<file path="src/rtl/fabric_config_loader.sv">
// Bitstream loader for the tile/switch-box fabric: checks sync, pad bits and XOR checksum,
// writes each frame through a shared strobe bus and enables the fabric once the stream verifies.
module fabric_config_loader #(
    parameter int unsigned N_TILES   = 8,
    parameter int unsigned N_SBOX    = 7,
    parameter logic [7:0]  SYNC_BYTE = 8'hA5
) (
    input  logic               clock,
    input  logic               reset,
    input  logic               start,
    input  logic [7:0]         din,
    input  logic               din_valid,
    output logic               din_ready,
    output logic [32:0]        cfg_word,
    output logic [N_TILES-1:0] tile_we,
    output logic [N_SBOX-1:0]  sbox_we,
    output logic               busy,
    output logic               done,
    output logic               error,
    output logic [1:0]         err_code,
    output logic               fabric_enable
);

    localparam int unsigned TW = (N_TILES > 1) ? $clog2(N_TILES) : 1;
    localparam int unsigned BW = (N_SBOX > 1) ? $clog2(N_SBOX) : 1;
    localparam int unsigned CW = 3;
    localparam logic [TW-1:0] LAST_TILE = TW'(N_TILES - 1);
    localparam logic [BW-1:0] LAST_BOX  = BW'(N_SBOX - 1);
    localparam logic [CW-1:0] TILE_LAST_BYTE = CW'(4);
    localparam logic [CW-1:0] SBOX_LAST_BYTE = CW'(1);

    typedef enum logic [2:0] {
        S_IDLE,
        S_SYNC,
        S_TILE,
        S_SBOX,
        S_CHECK,
        S_DONE,
        S_ERR
    } state_t;

    state_t        state;
    state_t        state_d;
    logic [TW-1:0] tile_idx;
    logic [BW-1:0] box_idx;
    logic [CW-1:0] byte_cnt;
    logic [31:0]   shift;
    logic [7:0]    xsum;
    logic [1:0]    err_d;
    logic          clear;
    logic          xfer;
    logic          tile_fire;
    logic          sbox_fire;

    // Status decodes straight from the state register.
    assign din_ready     = (state == S_SYNC) || (state == S_TILE) ||
                           (state == S_SBOX) || (state == S_CHECK);
    assign busy          = din_ready;
    assign done          = (state == S_DONE);
    assign fabric_enable = (state == S_DONE);
    assign error         = (state == S_ERR);
    assign xfer          = din_valid & din_ready;

    always_ff @(posedge clock or posedge reset) begin
        if (reset) begin
            state <= S_IDLE;
        end else begin
            state <= state_d;
        end
    end

    // Next state and frame-completion decisions; start overrides any byte transfer.
    always_comb begin
        state_d   = state;
        err_d     = err_code;
        clear     = 1'b0;
        tile_fire = 1'b0;
        sbox_fire = 1'b0;
        if (start) begin
            state_d = S_SYNC;
            err_d   = 2'd0;
            clear   = 1'b1;
        end else begin
            case (state)
                S_SYNC: begin
                    if (xfer) begin
                        if (din == SYNC_BYTE) begin
                            state_d = S_TILE;
                        end else begin
                            state_d = S_ERR;
                            err_d   = 2'd1;
                        end
                    end
                end
                S_TILE: begin
                    if (xfer && (byte_cnt == TILE_LAST_BYTE)) begin
                        // Byte 4 carries bit 32 in din[0]; the rest is pad.
                        if (din[7:1] != 7'd0) begin
                            state_d = S_ERR;
                            err_d   = 2'd2;
                        end else begin
                            tile_fire = 1'b1;
                            if (tile_idx == LAST_TILE) begin
                                state_d = S_SBOX;
                            end
                        end
                    end
                end
                S_SBOX: begin
                    if (xfer && (byte_cnt == SBOX_LAST_BYTE)) begin
                        sbox_fire = 1'b1;
                        if (box_idx == LAST_BOX) begin
                            state_d = S_CHECK;
                        end
                    end
                end
                S_CHECK: begin
                    if (xfer) begin
                        if (din == xsum) begin
                            state_d = S_DONE;
                        end else begin
                            state_d = S_ERR;
                            err_d   = 2'd3;
                        end
                    end
                end
                default: begin
                    state_d = state;
                end
            endcase
        end
    end

    // Payload assembly, running XOR, frame counters and the registered write bus.
    always_ff @(posedge clock or posedge reset) begin
        if (reset) begin
            tile_idx <= '0;
            box_idx  <= '0;
            byte_cnt <= '0;
            shift    <= '0;
            xsum     <= '0;
            err_code <= 2'd0;
            cfg_word <= '0;
            tile_we  <= '0;
            sbox_we  <= '0;
        end else begin
            tile_we  <= '0;
            sbox_we  <= '0;
            err_code <= err_d;
            if (clear) begin
                tile_idx <= '0;
                box_idx  <= '0;
                byte_cnt <= '0;
                shift    <= '0;
                xsum     <= '0;
            end else if (xfer && ((state == S_TILE) || (state == S_SBOX))) begin
                xsum  <= xsum ^ din;
                shift <= {din, shift[31:8]};
                if (state == S_TILE) begin
                    byte_cnt <= (byte_cnt == TILE_LAST_BYTE) ? '0 : byte_cnt + CW'(1);
                end else begin
                    byte_cnt <= (byte_cnt == SBOX_LAST_BYTE) ? '0 : byte_cnt + CW'(1);
                end
            end
            if (tile_fire) begin
                cfg_word          <= {din[0], shift};
                tile_we[tile_idx] <= 1'b1;
                tile_idx          <= tile_idx + TW'(1);
            end
            if (sbox_fire) begin
                cfg_word         <= {17'd0, din, shift[31:24]};
                sbox_we[box_idx] <= 1'b1;
                box_idx          <= box_idx + BW'(1);
            end
        end
    end

endmodule

</file>
<file path="config.mk">
export PLATFORM = sky130hd
export DESIGN_NAME = fabric_config_loader
export DESIGN_NICKNAME = d
export VERILOG_FILES = /design/src/rtl/fabric_config_loader.sv
export SDC_FILE = /design/constraint.sdc
export NUM_CORES = 1
export LEC_CHECK = 0
export CORE_UTILIZATION = 50
export CTS_BUF_LIST = sky130_fd_sc_hd__clkbuf_2 sky130_fd_sc_hd__clkbuf_4 sky130_fd_sc_hd__clkbuf_8
export DETAILED_ROUTE_END_ITERATION = 10
export PLACE_DENSITY = 0.76
export SYNTH_ARGS = -nofsm -noshare
export SYNTH_HDL_FRONTEND = slang
export SYNTH_SLANG_ARGS = --single-unit
</file>
<file path="constraint.sdc">
create_clock -name clock -period 3 [get_ports clock]
set_input_delay 0.45 -clock clock [delete_from_list [all_inputs] [get_ports clock]]
set_output_delay 0.45 -clock clock [all_outputs]
set_load 0.1 [all_outputs]
</file>
==> flow_metrics.env, run 1 <==
export IMPL_cp_required_ns=3.28
export IMPL_cts_max_level=3
export IMPL_max_freq_mhz=393
export IMPL_ctsRootBufferMaster="clkbuf_8"
export IMPL_fin_nets=567
export IMPL_core_area_um2=8760
export IMPL_track_usage_pct=23.9
export IMPL_timing_setup_tns_ns=0
export IMPL_min_path_type="primary input to flip-flop"
export IMPL_numCtsBuffers=9
export IMPL_yosysSeqAreaShare_pct=56.1
export IMPL_period_share_pct=84.8
export IMPL_clk_pin_slew_ns=0.10
export IMPL_place_ws_ns=0.138
export IMPL_placed_cells=645
export IMPL_drtAntennaViolNets=0
export IMPL_die_area_um2=9490
export IMPL_grt_first_pass_wirelength_um=17800
export IMPL_drc=0
export IMPL_drv_cap=0
export IMPL_met1Wirelength_um=4600
export IMPL_initial_utilization_pct=52.0
export IMPL_setup_viol=0
export IMPL_synth_flop_cell="dfrtp_1"
export IMPL_clk_path_buf_depth=2
export IMPL_first_iter_violations=316
export IMPL_gp_congestion=0.901
export IMPL_critPathLaunchType="flip-flop"
export IMPL_wl_per_cell_um=16.0
export IMPL_fp_dieW_um=97.4
export IMPL_cpPeakStageDelay_ns=0.57
export IMPL_drtPass1Iterations=4
export IMPL_peakVddDrop_uv=354
export IMPL_synth_cells=487
export IMPL_wirelength_um=10600
export IMPL_setup_slack_ns=0.455
export IMPL_dr_wl_met3_um=612
export IMPL_dr_max_layer_used="met4"
export IMPL_overflow=0
export IMPL_slew_headroom_pct=52.2
export IMPL_grt_pass1_vias=3505
export IMPL_io_pins=67
export IMPL_antenna_found_initial=0
export IMPL_synth_common_cells="142 x nand2_1, 102 x dfrtp_1, 38 x nor2_1, 33 x a21oi_1, 24 x clkbuf_1"
export IMPL_ys_types=46
export IMPL_instances_no_fill=660
export IMPL_dp_hpwl_um=7210
export IMPL_synth_area_um2=4550
export IMPL_ys_top_cells_by_area="dfrtp_1 56%, nand2_1 12%, a21oi_1 3.6%"
export IMPL_path_buf_inv=1
export IMPL_finalHoldViolCount=0
export IMPL_cts_hold_buf=0
export IMPL_fin_skew_ns=0.0105
export IMPL_cts_setup_buffers=0
export IMPL_synth_seq_cells=102
export IMPL_worstSetupEndpointType="flip-flop"
export IMPL_synth_nets=506
export IMPL_tightestPinTransition_ns=0.715
export IMPL_dr_total_vias=3684
export IMPL_final_max_slew_viol_count=0
export IMPL_wl_met2_um=5090
export IMPL_status="finished clean"
export IMPL_yosys_warnings=0
export IMPL_cts_repair_resized=0
export IMPL_critPathArrivalTime_ns=2.83
export IMPL_syn_avg_cell_area_um2=9.35
export IMPL_critPathTopFamily="simple AND/OR/NAND/NOR gates"
export IMPL_power_leakage_nw=2.48
export IMPL_rsz0062_at_grt="false"
export IMPL_port_buffers=66
export IMPL_area_growth_pct=19.2
export IMPL_critPathKind="flip-flop to flip-flop"
export IMPL_fp_dieH_um=97.4
export IMPL_crit_slowest_cell="dfrtp_1"
export IMPL_synth_most_common_cell="nand2_1"
export IMPL_drt_vias_per_instance=5.58
export IMPL_antenna_cells=0
export IMPL_nFillCells=758
export IMPL_clk_latency_ns=0.37
export IMPL_synth_edf_count=0
export IMPL_rows=34
export IMPL_path_max_fanout=20
export IMPL_period_needed_ns=2.54
export IMPL_yosysTopAreaCellShare_pct=56.1
export IMPL_power_density_nw_per_um2=664
export IMPL_drive_gt1_share_pct=18.5
export IMPL_crit_chain="or4b_4 > or4_4 > or3_1 > buf_4 > nor4b_4"
export IMPL_synthArstFlopShare_pct=100
export IMPL_cts_sinks=102
export IMPL_grt_max_degree=51
export IMPL_synth_top_area_cell="dfrtp_1"
export IMPL_cts_tree="done"
## worst paths after layout
path                            slack [ns]            to  cells past startpoint     start
worst min-delay path                  0.47       xsum[4]                      2     start
max in group asynchronous             1.79  cfg_word[28]                      3     reset
worst max-delay path                  0.46    tile_we[2]                      5  state[1]
worst max register to register        0.46    tile_we[2]                      5  state[1]
worst min register to register        0.53      shift[5]                      2  shift[5]
min in group asynchronous             0.54    tile_we[3]                      2     reset
## logic make-up after synthesis
| logic type | share of synthesized area (%) |
|---|---|
| AOI/OAI and AO/OA | 10.9 |
| xor gates and xnor gates | 3.85 |
| adders and majority gates | 1.92 |
| buffers and inverters | 3.82 |
| DFF | 56.1 |
| muxes | 1.18 |
| and+or+nand+nor | 22.3 |
## registers in the layout (all words and copies together) (netlist names), 7 cells and up
name and count:
tile_we 8, sbox_we 7, cfg_word 33, xsum 8, shift 32
## area by class of cell
type	instances	area, um2	area share (%)
Timing Repair Buffer	84	678	12.5
Clock buffer	10	131	2.42
Sequential cell	102	2550	47.0
Inverter	7	30.0	0.553
Tap cell	108	135	2.49
Clock inverter	5	58.8	1.08
Multi-Input combinational cell	344	1840	33.9
## per-stage QoR
step / util (%) / hold slack [ns] / power (mW) / area, um2
global placement: 59.8 / 0.498 / 2.76 / 5240
floorplan: - / 0.471 / 2.50 / 4560
CTS: 61.9 / 0.467 / 3.62 / 5430
finish: 61.9 / 0.474 / 3.60 / 5430
detailed placement: 59.8 / 0.502 / 2.77 / 5240
global route: 61.9 / 0.489 / 3.74 / 5430
## cell usage in the layout (no fill, tap or decap), types with 4 or more instances in the layout
| master | netlist | final |
|---|---|---|
| nor4_1 | 4 | 4 |
| inv_1 | 7 | 6 |
| clkbuf_8 | 0 | 9 |
| xor2_1 | 10 | 10 |
| nand2_1 | 142 | 142 |
| buf_4 | 4 | 71 |
| ha_1 | 7 | 7 |
| nor2_1 | 38 | 37 |
| dfrtp_1 | 102 | 102 |
| nor3_1 | 9 | 9 |
| nand3_1 | 6 | 6 |
| nor3b_1 | 6 | 5 |
| a31oi_1 | 18 | 18 |
| or3_1 | 4 | 4 |
| o21ai_1 | 5 | 5 |
| clkdlybuf4s50_1 | 0 | 10 |
| xnor2_1 | 10 | 10 |
| a21oi_1 | 33 | 33 |
| o21ai_0 | 15 | 15 |
## per-layer routing
metal  vias up  GRT usage, %
met4         0          10.4
met3        18          3.31
met5         -             0
met2       123          37.2
met1      1796          33.6
li1       1747             -
## report_power, final
part | internal (mW) | switching, mW | leakage, nW | total [mW]
Clock | 0.392 | 0.466 | 0.0922 | 0.858
Sequential | 1.47 | 0.107 | 1.41 | 1.58
Combinational | 0.263 | 0.903 | 0.979 | 1.17
Total | 2.13 | 1.48 | 2.48 | 3.60
No activity file was read; power rests on OpenSTA's default activity.
==> inputs of run 2 (changes only) <==
==> constraint.sdc (replaced) <==
create_clock -name clock -period 2.3 [get_ports clock]
set_input_delay 0.345 -clock clock [delete_from_list [all_inputs] [get_ports clock]]
set_output_delay 0.345 -clock clock [all_outputs]
set_load 0.1 [all_outputs]
==> run 2 against run 1 <==
  * The flow now finishes with violations (setup timing)
  * Largest cell class unchanged
  * Largest power group unchanged
  * Clock skew decreased by 0.0035 ns
  * Sequential power is 29% higher
  * Maximum frequency up 11%
  * Critical endpoint is now cfg_word[6]
  * Non-clock buffer count is 23 higher
==> flow_metrics.env, run 2 (synthesis gave the netlist of run 1 again) <==
export IMPL_status="complete, but fails checks"
export IMPL_violations="setup timing"
export IMPL_cts_max_level=3
export IMPL_antenna_cells=0
export IMPL_placed_cells=661
export IMPL_fin_skew_ns=0.00700
export IMPL_port_buffers=66
export IMPL_drc=0
export IMPL_instances_no_fill=684
export IMPL_top_register="cfg_word"
export IMPL_nFillCells=695
export IMPL_gp_congestion=0.802
export IMPL_worstSetupEndpointType="flip-flop"
export IMPL_rows=34
export IMPL_post_dp_cell_area_um2=5490
export IMPL_wirelength_um=11100
export IMPL_setup_slack_ns=-0.00101
export IMPL_fp_dieH_um=97.4
export IMPL_core_area_um2=8760
export IMPL_first_iter_violations=239
export IMPL_grt_first_pass_wirelength_um=18200
export IMPL_drive_gt1_share_pct=23.8
export IMPL_rsz0062_at_grt="true"
export IMPL_crit_slowest_cell="or4b_4"
export IMPL_pwr_share_comb_pct=34.9
export IMPL_critPathTopFamily="simple AND/OR/NAND/NOR gates"
export IMPL_overflow=0
export IMPL_final_max_slew_viol_count=0
export IMPL_final_area_um2=5810
export IMPL_cts_sinks=102
export IMPL_setup_viol=1
export IMPL_switching_power_mw=1.98
export IMPL_p_clk_share_pct=22.2
export IMPL_max_freq_mhz=435
export IMPL_final_core_util_pct=66.3
export IMPL_clk_path_buf_depth=2
export IMPL_fin_nets=590
export IMPL_drv_cap=0
export IMPL_pwr_share_seq_pct=43.0
export IMPL_layout_commonest_cell="nand2_1"
export IMPL_reg_top3="cfg_word (33), shift (32)"
export IMPL_fp_dieW_um=97.4
export IMPL_cp_required_ns=2.59
export IMPL_drtPass1Iterations=4
export IMPL_clk_pin_slew_ns=0.10
export IMPL_p_sw_share_pct=41.7
export IMPL_multi_input_area_um2=1880
export IMPL_drt_vias_per_instance=5.58
export IMPL_io_pins=67
export IMPL_power_density_nw_per_um2=817
export IMPL_period_needed_ns=2.30
export IMPL_cts_hold_buf=0
export IMPL_layout_common_cells="135 x nand2_1, 102 x dfrtp_1, 78 x buf_4"
export IMPL_wl_per_cell_um=16.3
export IMPL_final_seq_area_um2=2550
export IMPL_finalHoldViolCount=0
export IMPL_grt_max_degree=103
export IMPL_min_delay_start="start"
export IMPL_critPathArrivalTime_ns=2.59
export IMPL_numCtsBuffers=9
export IMPL_clk_latency_ns=0.36
export IMPL_place_ws_ns=-0.394
export IMPL_dr_total_vias=3816
export IMPL_intPower_mw=2.77
export IMPL_cts_tree="done"
export IMPL_crit_chain="or4b_4 > or4_4 > buf_6 > nor3_4 > buf_4 > clkbuf_16 > nand2_1 > a31oi_1"
export IMPL_die_area_um2=9490
export IMPL_critPathKind="flip-flop to flip-flop"
export IMPL_peakVddDrop_uv=393
export IMPL_critPathLaunchType="flip-flop"
export IMPL_antenna_found_initial=0
export IMPL_period_share_pct=100
export IMPL_dp_hpwl_um=7280
export IMPL_crit_path_start="state[0]"
export IMPL_cpPeakStageDelay_ns=0.53
export IMPL_tightestPinTransition_ns=0.575
export IMPL_hold_ws_ns=0.369
export IMPL_slew_headroom_pct=61.4
export IMPL_drtAntennaViolNets=0
export IMPL_grt_pass1_vias=3537
export IMPL_min_path_type="primary input to flip-flop"
export IMPL_largest_reg_flops=33
export IMPL_ctsRootBufferMaster="clkbuf_8"
export IMPL_initial_utilization_pct=52.0
export IMPL_area_growth_pct=27.6
export IMPL_path_buf_inv=3
export IMPL_path_max_fanout=7
export IMPL_power_leakage_nw=2.68
export IMPL_rr_startpoint="state[0]"
export IMPL_track_usage_pct=24.3
-- run 2: cell count changes in the layout (fill, tap and decap cells not counted), sizes merged --
| cell | delta |
|---|---|
| buf | +22 |
| clkdlybuf4s50 | -6 |
| dlygate4sd2 | +5 |
| bufinv | -1 |
| clkbuf | +1 |
| clkinv | +1 |
| dlymetal6s2s | +1 |
| inv | +1 |
-- run 2: through the flow --
stage,total power [mW],TNS [ns]
detailed placement,3.72,-15.57
CTS,4.77,-0.0939
global route,4.94,-0.766
finish,4.75,-0.00101
global placement,3.71,-15.34
floorplan,3.27,-0.152
-- run 2: power groups by stage --
| stage | Clock (mW) | Sequential, mW | Combinational [mW] |
|---|---|---|---|
| after floorplan | 0 | 2.70 | 0.562 |
| after global placement | 0 | 2.07 | 1.64 |
| after detailed placement | 0 | 2.07 | 1.65 |
| after CTS | 1.07 | 2.04 | 1.65 |
| after global routing | 1.16 | 2.05 | 1.72 |
| final | 1.05 | 2.04 | 1.65 |
-- run 2: worst register-to-register path, stage by stage (launching register included) --
cell	delay [ns]
dfrtp_1	0.39
or4b_4	0.53
or4_4	0.43
buf_6	0.14
nor3_4	0.20
buf_4	0.17
clkbuf_16	0.14
nand2_1	0.06
a31oi_1	0.17
-- run 2: worst paths after layout --
| path | end | slack [ns] | depth (start not counted) |
|---|---|---|---|
| worst min-delay path | tile_idx[1] | 0.37 | 2 |
| min in group asynchronous | tile_we[1] | 0.43 | 3 |
| worst min register to register | cfg_word[26] | 0.53 | 2 |
| worst max register to register | cfg_word[6] | -0.001 | 8 |
| max in group asynchronous | shift[14] | 1.40 | 3 |
| worst max-delay path | cfg_word[6] | -0.001 | 8 |
-- run 2: area by class of cell --
| type | instances | share of cell area (%) |
|---|---|---|
| tap | 108 | 2.33 |
| clock buffer | 10 | 2.26 |
| inverter | 7 | 0.517 |
| multi-input combinational | 344 | 32.4 |
| timing repair buffer | 107 | 17.8 |
| clock inverter | 6 | 0.776 |
| sequential | 102 | 43.9 |
-- run 2: what timing repair did --
item	CTS	global route
endpoints found under the setup margin	16	31
setup buffers	2	3
resized for setup	13	20
pin swaps	4	6
cloned	2	1
-- run 2: layer usage --
layer  vias up  routed length [um]  part of all wire [%]  global-route usage, %
met3        20                 462                   4.1                   3.45
li1       1795                   -                     -                      -
met5         -                   0                     0                      0
met4         0                 318                   2.9                   10.9
met1      1889                5040                    45                   34.9
met2       112                5320                    48                   37.0
